===== src/rtl/aes_round_ctrl.sv =====
// Control sequencer for an iterative AES-128 encryption datapath: accepts a block,
// walks round keys 0..NR over req/ack, then holds the ciphertext until it is taken.
module aes_round_ctrl #(
    parameter int NR = 10,
    parameter int RW = 4
) (
    input  logic          clk,
    input  logic          rst_n,
    input  logic          abort,
    input  logic          in_valid,
    output logic          in_ready,
    output logic          load_pt,
    output logic          key_req,
    output logic [RW-1:0] key_round,
    input  logic          key_ack,
    output logic          state_en,
    output logic [1:0]    op_sel,
    output logic          busy,
    output logic          out_valid,
    input  logic          out_ready
);

    typedef enum logic [1:0] {
        S_IDLE,
        S_KEY,
        S_DONE
    } state_t;

    typedef enum logic [1:0] {
        OP_INIT  = 2'b00,
        OP_FULL  = 2'b01,
        OP_FINAL = 2'b10
    } op_t;

    localparam logic [RW-1:0] LAST_ROUND = RW'(NR);

    state_t        r_state;
    logic [RW-1:0] r_round_cnt;
    logic          r_in_ready;
    logic          r_key_req;
    logic          r_out_valid;
    logic          r_busy;

    logic          w_accept;
    logic          w_key_xfer;
    logic          w_last;

    // abort masks every handshake in its own cycle, so the datapath never moves on it
    assign in_ready   = r_in_ready & ~abort;
    assign w_accept   = in_ready & in_valid;
    assign w_key_xfer = r_key_req & key_ack & ~abort;
    assign w_last     = (r_round_cnt == LAST_ROUND);

    assign load_pt    = w_accept;
    assign state_en   = w_key_xfer;
    assign key_req    = r_key_req;
    assign key_round  = r_key_req ? r_round_cnt : '0;
    assign busy       = r_busy;
    assign out_valid  = r_out_valid & ~abort;

    always_comb begin
        // NOTE: default assigned first so every path drives op_sel and no latch is inferred
        op_sel = OP_INIT;
        if (w_key_xfer && (r_round_cnt != '0)) begin
            op_sel = w_last ? OP_FINAL : OP_FULL;
        end
    end

    // NOTE: state uses non-blocking assignments so every register updates from pre-edge values
    always_ff @(posedge clk or negedge rst_n) begin
        if (!rst_n) begin
            r_state     <= S_IDLE;
            r_round_cnt <= '0;
            r_in_ready  <= 1'b1;
            r_key_req   <= 1'b0;
            r_out_valid <= 1'b0;
            r_busy      <= 1'b0;
        end else if (abort) begin
            r_state     <= S_IDLE;
            r_round_cnt <= '0;
            r_in_ready  <= 1'b1;
            r_key_req   <= 1'b0;
            r_out_valid <= 1'b0;
            r_busy      <= 1'b0;
        end else begin
            unique case (r_state)
                S_IDLE: begin
                    if (w_accept) begin
                        r_state     <= S_KEY;
                        r_round_cnt <= '0;
                        r_in_ready  <= 1'b0;
                        r_key_req   <= 1'b1;
                        r_busy      <= 1'b1;
                    end
                end
                S_KEY: begin
                    if (w_key_xfer) begin
                        if (w_last) begin
                            r_state     <= S_DONE;
                            r_key_req   <= 1'b0;
                            r_out_valid <= 1'b1;
                        end else begin
                            r_round_cnt <= r_round_cnt + 1'b1;
                        end
                    end
                end
                S_DONE: begin
                    if (out_ready) begin
                        r_state     <= S_IDLE;
                        r_out_valid <= 1'b0;
                        r_in_ready  <= 1'b1;
                        r_busy      <= 1'b0;
                    end
                end
                default: begin
                    r_state     <= S_IDLE;
                    r_round_cnt <= '0;
                    r_in_ready  <= 1'b1;
                    r_key_req   <= 1'b0;
                    r_out_valid <= 1'b0;
                    r_busy      <= 1'b0;
                end
            endcase
        end
    end

endmodule

===== config.mk =====
export PLATFORM = sky130hd
export DESIGN_NAME = aes_round_ctrl
export DESIGN_NICKNAME = d
export VERILOG_FILES = /design/src/rtl/aes_round_ctrl.sv
export SDC_FILE = /design/constraint.sdc
export NUM_CORES = 1
export LEC_CHECK = 0
export CAP_MARGIN = 15
export CORE_MARGIN = 2
export CORE_UTILIZATION = 43
export CTS_BUF_LIST = sky130_fd_sc_hd__clkbuf_4 sky130_fd_sc_hd__clkbuf_8
export DETAILED_ROUTE_END_ITERATION = 8
export PLACE_DENSITY = 0.82
export SLEW_MARGIN = 25
export SYNTH_ARGS = -nofsm -noshare
export SYNTH_HDL_FRONTEND = slang
export SYNTH_SLANG_ARGS = --single-unit

===== constraint.sdc =====
create_clock -name clk -period 3.1 [get_ports clk]
set_input_delay 0.62 -clock clk [delete_from_list [all_inputs] [get_ports clk]]
set_output_delay 0.62 -clock clk [all_outputs]
set_load 0.005 [all_outputs]

==> results.sh, run 1 <==
export IMPL_rows=14
export IMPL_slew_headroom_pct=69.6
export IMPL_p_sw_uw=105
export IMPL_grt_setup_unrepaired="false"
export IMPL_ys_ff_latch=10
export IMPL_drc=0
export IMPL_finalPower_uw=358
export IMPL_wl_per_cell_um=13.0
export IMPL_power_switching_share_pct=29.3
export IMPL_fillerInstances=131
export IMPL_cts_resized=0
export IMPL_worst_path_buf_inv=2
export IMPL_vias=634
export IMPL_ioPinCount=18
export IMPL_overflow=0
export IMPL_combPwrFrac_pct=20.6
export IMPL_finalMaxSlewViolations=0
export IMPL_layout_drive_gt1_share_pct=10.5
export IMPL_ys_seq_area_share_pct=38.7
export IMPL_start_kind="input port"
export IMPL_outcome="complete, no violations"
export IMPL_period_share_pct=88.7
export IMPL_dr_pass1_iters=5
export IMPL_die_x_um=42.9
export IMPL_irDropWorstVdd_mv=0.221
export IMPL_coreArea_mm2=0.00145
export IMPL_place_ws_ns=0.366
export IMPL_worst_pin_slew_ns=0.454
export IMPL_area_delta_synth_final_pct=34.8
export IMPL_setup_violations=0
export IMPL_hold_violations=0
export IMPL_crit_path_top_delay_cell="clkdlybuf4s50_1"
export IMPL_antenna_found_initial=0
export IMPL_cp_cell_sequence="clkdlybuf4s50_1 > nand2_1 > nor2_1 > o21a_1 > clkdlybuf4s50_1"
export IMPL_port_buffers=17
export IMPL_grt_max_degree=12
export IMPL_synth_cells=75
export IMPL_critPathKind="input port to output pin"
export IMPL_first_iter_violations=22
export IMPL_power_density_mw_per_mm2=408
export IMPL_tns_ns=0
export IMPL_avgSynthCellArea_um2=8.67
export IMPL_diodes=0
export IMPL_cts_made_buffers=3
export IMPL_leakagePower_nw=0.352
export IMPL_initial_core_util_pct=44.8
export IMPL_critPathRequiredTime_ns=2.48
export IMPL_clock_latency_ns=0.27
export IMPL_cts_setup_buffers=0
export IMPL_die_h_um=42.9
export IMPL_htreeDepth=1
export IMPL_cts_buffer_depth=2
export IMPL_groute_usage_overall_pct=17.1
export IMPL_cts_sinks=10
export IMPL_drt_total_wl_mm=1.44
export IMPL_hold_worst_slack_ns=0.561
export IMPL_hold_class="register to register"
export IMPL_clkPwrFrac_pct=34.0
export IMPL_antenna_left=0
export IMPL_fmax_ghz=0.363
export IMPL_fin_crit_ns=2.75
export IMPL_internal_power_uw=253
export IMPL_hold_buffers=0
export IMPL_grt_pass1_vias=561
export IMPL_placed_area_um2=841
export IMPL_path_max_fanout=7
export IMPL_end_kind="output pin"
export IMPL_fp_dieArea_mm2=0.00184
export IMPL_cp_common_cell="clkdlybuf4s50_1"
export IMPL_clk_pin_slew_ns=0.07
export IMPL_gp_congestion=0.822
export IMPL_synth_nets=84
export IMPL_p_seq_share_pct=45.4
export IMPL_fin_ws_ns=0.349
export IMPL_most_common_layout_cells="clkdlybuf4s50_1 (17), dfrtp_1 (9), a21oi_1 (6)"
export IMPL_design_area_um2=877
export IMPL_cap_violations=0
export IMPL_cts_tree="built"
export IMPL_finalClockSkew_ns=0.00172
export IMPL_yosysWarnings=0
export IMPL_critical_path_top_delay_family="buffers and inverters"
export IMPL_viasPerCell=5.71
export IMPL_final_net_count=105
export IMPL_arrival_ns=2.13
export IMPL_ys_types=29
export IMPL_grt_pass1_wl_mm=2.39
export IMPL_mostFrequentLayoutCell="clkdlybuf4s50_1"
export IMPL_netlist_area_um2=651
export IMPL_place_hpwl_mm=1.08
export IMPL_root_buffer="clkbuf_4"
export IMPL_crit_path_max_incr_delay_ns=0.50
Yosys cell counts:
cell	number	area, um^2
inv_1	3	11.3
mux2i_1	1	10.0
nand2b_1	1	6.26
and3b_2	1	10.0
and2_1	4	25.0
and3_2	1	7.51
a21oi_1	6	30.0
nand4_1	2	12.5
nor3_1	3	15.0
clkbuf_1	2	7.51
nor2_1	5	18.8
ha_1	3	37.5
and3b_1	1	8.76
dfstp_2	1	26.3
o211ai_1	2	15.0
a211oi_1	1	7.51
o21ai_0	4	20.0
a2111oi_0	1	8.76
or4b_1	1	10.0
o21bai_1	1	7.51
nand3b_1	2	15.0
and2_2	1	7.51
nor2b_1	2	12.5
a31oi_1	5	31.3
dfrtp_1	9	225
nor3b_2	1	12.5
o21a_1	1	7.51
nand2_1	5	18.8
nand3_1	5	25.0
stage by stage:
step	util, %	std cells
2_1_floorplan	-	75
5_1_grt	60.3	111
4_1_cts	60.3	111
3_3_place_gp	57.8	107
6_report	60.3	111
3_5_place_dp	57.8	107
flip-flops by register name, indices dropped and copies added (netlist names):
register	count
key_req	1
r_round_cnt	4
r_state	2
r_in_ready	1
busy	1
r_out_valid	1
cell families (layout without fill, tap and decap cells):
family,Yosys count,count (layout),synth area share (%)
AND/OR/NAND/NOR,35,35,31.5
buffers and inverters,5,25,2.88
adder cells (fa/ha/maj),3,3,5.77
multiplexers,1,1,1.54
flip-flops,10,10,38.7
AO/OA/AOI/OAI,21,21,19.6
worst min-delay path: cells and delay by family, from the launching register on:
kind,cells,cell delay [ns]
and+or+nand+nor,1,0.07
DFF,1,0.40
AOI/OAI and AO/OA,1,0.06
power groups by stage:
stage | combinational (mW) | clock (mW) | sequential [mW]
floorplan | 0.0441 | 0 | 0.159
detailed placement | 0.0743 | 0 | 0.166
finish | 0.0738 | 0.122 | 0.163
CTS | 0.0747 | 0.119 | 0.163
global placement | 0.0725 | 0 | 0.165
global route | 0.0829 | 0.125 | 0.166
final cells by class:
cell class	instances	area [um^2]	share of cell area, %
well taps	16	20.0	2.28
repair buffers	18	178	20.3
multi-input cells	60	380	43.4
inverters	3	11.3	1.28
flip-flops and latches	10	251	28.7
clock buffers	4	36.3	4.14
path summary, 6_finish.rpt:
kind,startpoint,endpoint,slack [ns],cells after the start
min in group asynchronous,rst_n,r_round_cnt[0]$_DFFE_PN0P_,0.66,1
worst min register to register,busy$_DFFE_PN0P_,busy$_DFFE_PN0P_,0.56,2
worst max register to register,r_round_cnt[0]$_DFFE_PN0P_,r_round_cnt[2]$_DFFE_PN0P_,1.49,5
worst max-delay path,key_ack,op_sel[0],0.35,5
worst min-delay path,busy$_DFFE_PN0P_,busy$_DFFE_PN0P_,0.56,2
max in group asynchronous,rst_n,r_in_ready$_DFFE_PN1P_,2.10,1
layer usage:
metal | up-vias | track usage (%) | routed length [um]
met5 | - | 0 | 0
met2 | 27 | 27.6 | 671
met3 | 2 | 2.55 | 95
met4 | 0 | 5.63 | 5
li1 | 317 | - | -
met1 | 288 | 23.5 | 667
Power figures use the tool's default switching activity.
==> run 2, diff against run 1 <==
- CAP_MARGIN: 15 -> 0
==> results of run 2 <==
Final layout, timing and power as in run 1 (identical DEF).
==> run 3, diff against run 2 <==
- CORE_ASPECT_RATIO: default -> 0.9
- REMOVE_ABC_BUFFERS: default -> 1
==> run 3 against run 2 <==
  * Non-clock buffer count unchanged
  * Combinational power up 2%
  * Setup slack better by 0.058 ns
  * Die area about the same
==> results.sh, run 3 (synthesis gave the netlist of run 1 again) <==
export IMPL_outcome="complete, no violations"
export IMPL_clock_latency_ns=0.26
export IMPL_cts_sinks=10
export IMPL_port_buffers=17
export IMPL_path_max_fanout=7
export IMPL_wl_per_cell_um=12.6
export IMPL_cts_buffer_depth=2
export IMPL_cts_resized=0
export IMPL_arrival_ns=2.07
export IMPL_grt_setup_unrepaired="false"
export IMPL_hold_buffers=0
export IMPL_crit_path_top_delay_cell="clkdlybuf4s50_1"
export IMPL_die_x_um=45
export IMPL_fp_dieArea_mm2=0.00184
export IMPL_ioPinCount=18
export IMPL_critPathRequiredTime_ns=2.48
export IMPL_startpoint="key_ack"
export IMPL_setup_violations=0
export IMPL_grt_max_degree=12
export IMPL_fin_crit_ns=2.69
export IMPL_finalMaxSlewViolations=0
export IMPL_initial_core_util_pct=45.5
export IMPL_tns_ns=0
export IMPL_critPathKind="input port to output pin"
export IMPL_diodes=0
export IMPL_path_depth=5
export IMPL_antenna_left=0
export IMPL_mostFrequentLayoutCell="clkdlybuf4s50_1"
export IMPL_slew_headroom_pct=70.0
export IMPL_most_common_layout_cells="clkdlybuf4s50_1 (17), dfrtp_1 (9), a21oi_1 (6)"
export IMPL_irDropWorstVdd_mv=0.244
export IMPL_cts_setup_buffers=0
export IMPL_clkPwrFrac_pct=28.9
export IMPL_cap_violations=0
export IMPL_hold_violations=0
export IMPL_layout_drive_gt1_share_pct=10.5
export IMPL_start_kind="input port"
export IMPL_clk_pin_slew_ns=0.06
export IMPL_rows=13
export IMPL_gp_congestion=0.810
export IMPL_worst_pin_slew_ns=0.448
export IMPL_fmax_ghz=0.371
export IMPL_hold_worst_slack_ns=0.566
export IMPL_rr_worst_depth=5
export IMPL_largest_reg_flops=4
export IMPL_combPwrFrac_pct=22.3
export IMPL_vias=624
export IMPL_critical_path_top_delay_family="buffers and inverters"
export IMPL_dr_pass1_iters=4
export IMPL_cp_common_cell="clkdlybuf4s50_1"
export IMPL_grt_pass1_vias=512
export IMPL_period_share_pct=86.9
export IMPL_top_register="r_round_cnt"
export IMPL_place_hpwl_mm=1.05
export IMPL_htreeDepth=1
export IMPL_leakagePower_nw=0.349
export IMPL_power_density_mw_per_mm2=388
export IMPL_final_net_count=105
export IMPL_antenna_found_initial=0
export IMPL_finalClockSkew_ns=0.00731
export IMPL_cts_made_buffers=3
export IMPL_placed_area_um2=840
export IMPL_reg2reg_from="r_round_cnt[0]$_DFFE_PN0P_"
export IMPL_first_iter_violations=17
export IMPL_viasPerCell=5.67
export IMPL_crit_path_max_incr_delay_ns=0.49
export IMPL_design_area_um2=870
export IMPL_cp_cell_sequence="clkdlybuf4s50_1 > nand2_1 > nor2_1 > o21a_1 > clkdlybuf4s50_1"
export IMPL_groute_usage_overall_pct=17.4
export IMPL_overflow=0
export IMPL_cts_tree="built"
export IMPL_hold_start="busy$_DFFE_PN0P_"
export IMPL_internal_power_uw=241
export IMPL_end_kind="output pin"
export IMPL_power_switching_share_pct=28.6
export IMPL_finish_utilization_pct=60.8
export IMPL_drc=0
export IMPL_drt_total_wl_mm=1.39
export IMPL_worst_path_buf_inv=2
export IMPL_grt_pass1_wl_mm=2.17
export IMPL_min_path_cells=2
export IMPL_reg_largest_list="r_round_cnt x4, r_state x2"
export IMPL_hold_class="register to register"
export IMPL_p_sw_uw=96.4
export IMPL_die_h_um=40.9
export IMPL_fillerInstances=123
export IMPL_area_delta_synth_final_pct=33.7
export IMPL_root_buffer="clkbuf_4"
export IMPL_coreArea_mm2=0.00143
export IMPL_p_seq_share_pct=48.8
[run 3: changes by cell type in the layout (fill, tap and decap cells not counted)]
cell / previous run / this run
clkbuf_8: 1 / 0
clkbuf_4: 3 / 4
[run 3: worst reg2reg max path: cells and delay by family, from the launching register on]
| kind | cells | cell delay, ns |
|---|---|---|
| adders and majority gates | 1 | 0.23 |
| DFF | 1 | 0.45 |
| buffers and inverters | 1 | 0.09 |
| and+or+nand+nor | 3 | 0.79 |
[run 3: final timing paths]
| kind | end | slack [ns] |
|---|---|---|
| min | busy$_DFFE_PN0P_ | 0.57 |
| max | op_sel[0] | 0.41 |
| max reg2reg | r_round_cnt[2]$_DFFE_PN0P_ | 1.49 |
| min reg2reg | busy$_DFFE_PN0P_ | 0.57 |
| max in group asynchronous | r_in_ready$_DFFE_PN1P_ | 2.10 |
| min in group asynchronous | busy$_DFFE_PN0P_ | 0.66 |
[run 3: metrics by stage]
step	setup WS (ns)	cells	power, mW
after floorplan	1.45	73	0.201
after global placement	0.449	106	0.237
after detailed placement	0.422	106	0.241
after CTS	0.418	110	0.340
after global routing	0.335	110	0.358
final	0.407	110	0.337
[run 3: power by group through the flow]
stage	sequential (mW)	combinational, mW	clock [mW]
finish	0.165	0.0754	0.0974
global route	0.165	0.0867	0.106
CTS	0.163	0.0758	0.100
floorplan	0.160	0.0404	0
global placement	0.165	0.0725	0
detailed placement	0.166	0.0754	0
[run 3: final cells by class]
type	count	area (um^2)	area share (%)
clock buffer	4	30.0	3.45
tap	15	18.8	2.16
timing repair buffer	18	178	20.4
sequential	10	251	28.9
inverter	3	11.3	1.29
multi-input combinational	60	380	43.7
[run 3: per-layer routing]
| metal | global-route usage, % | wire length (um) |
|---|---|---|
| met2 | 27.9 | 656 |
| met4 | 4.41 | 0 |
| met3 | 7.93 | 55 |
| met5 | 0 | 0 |
| met1 | 21.6 | 676 |
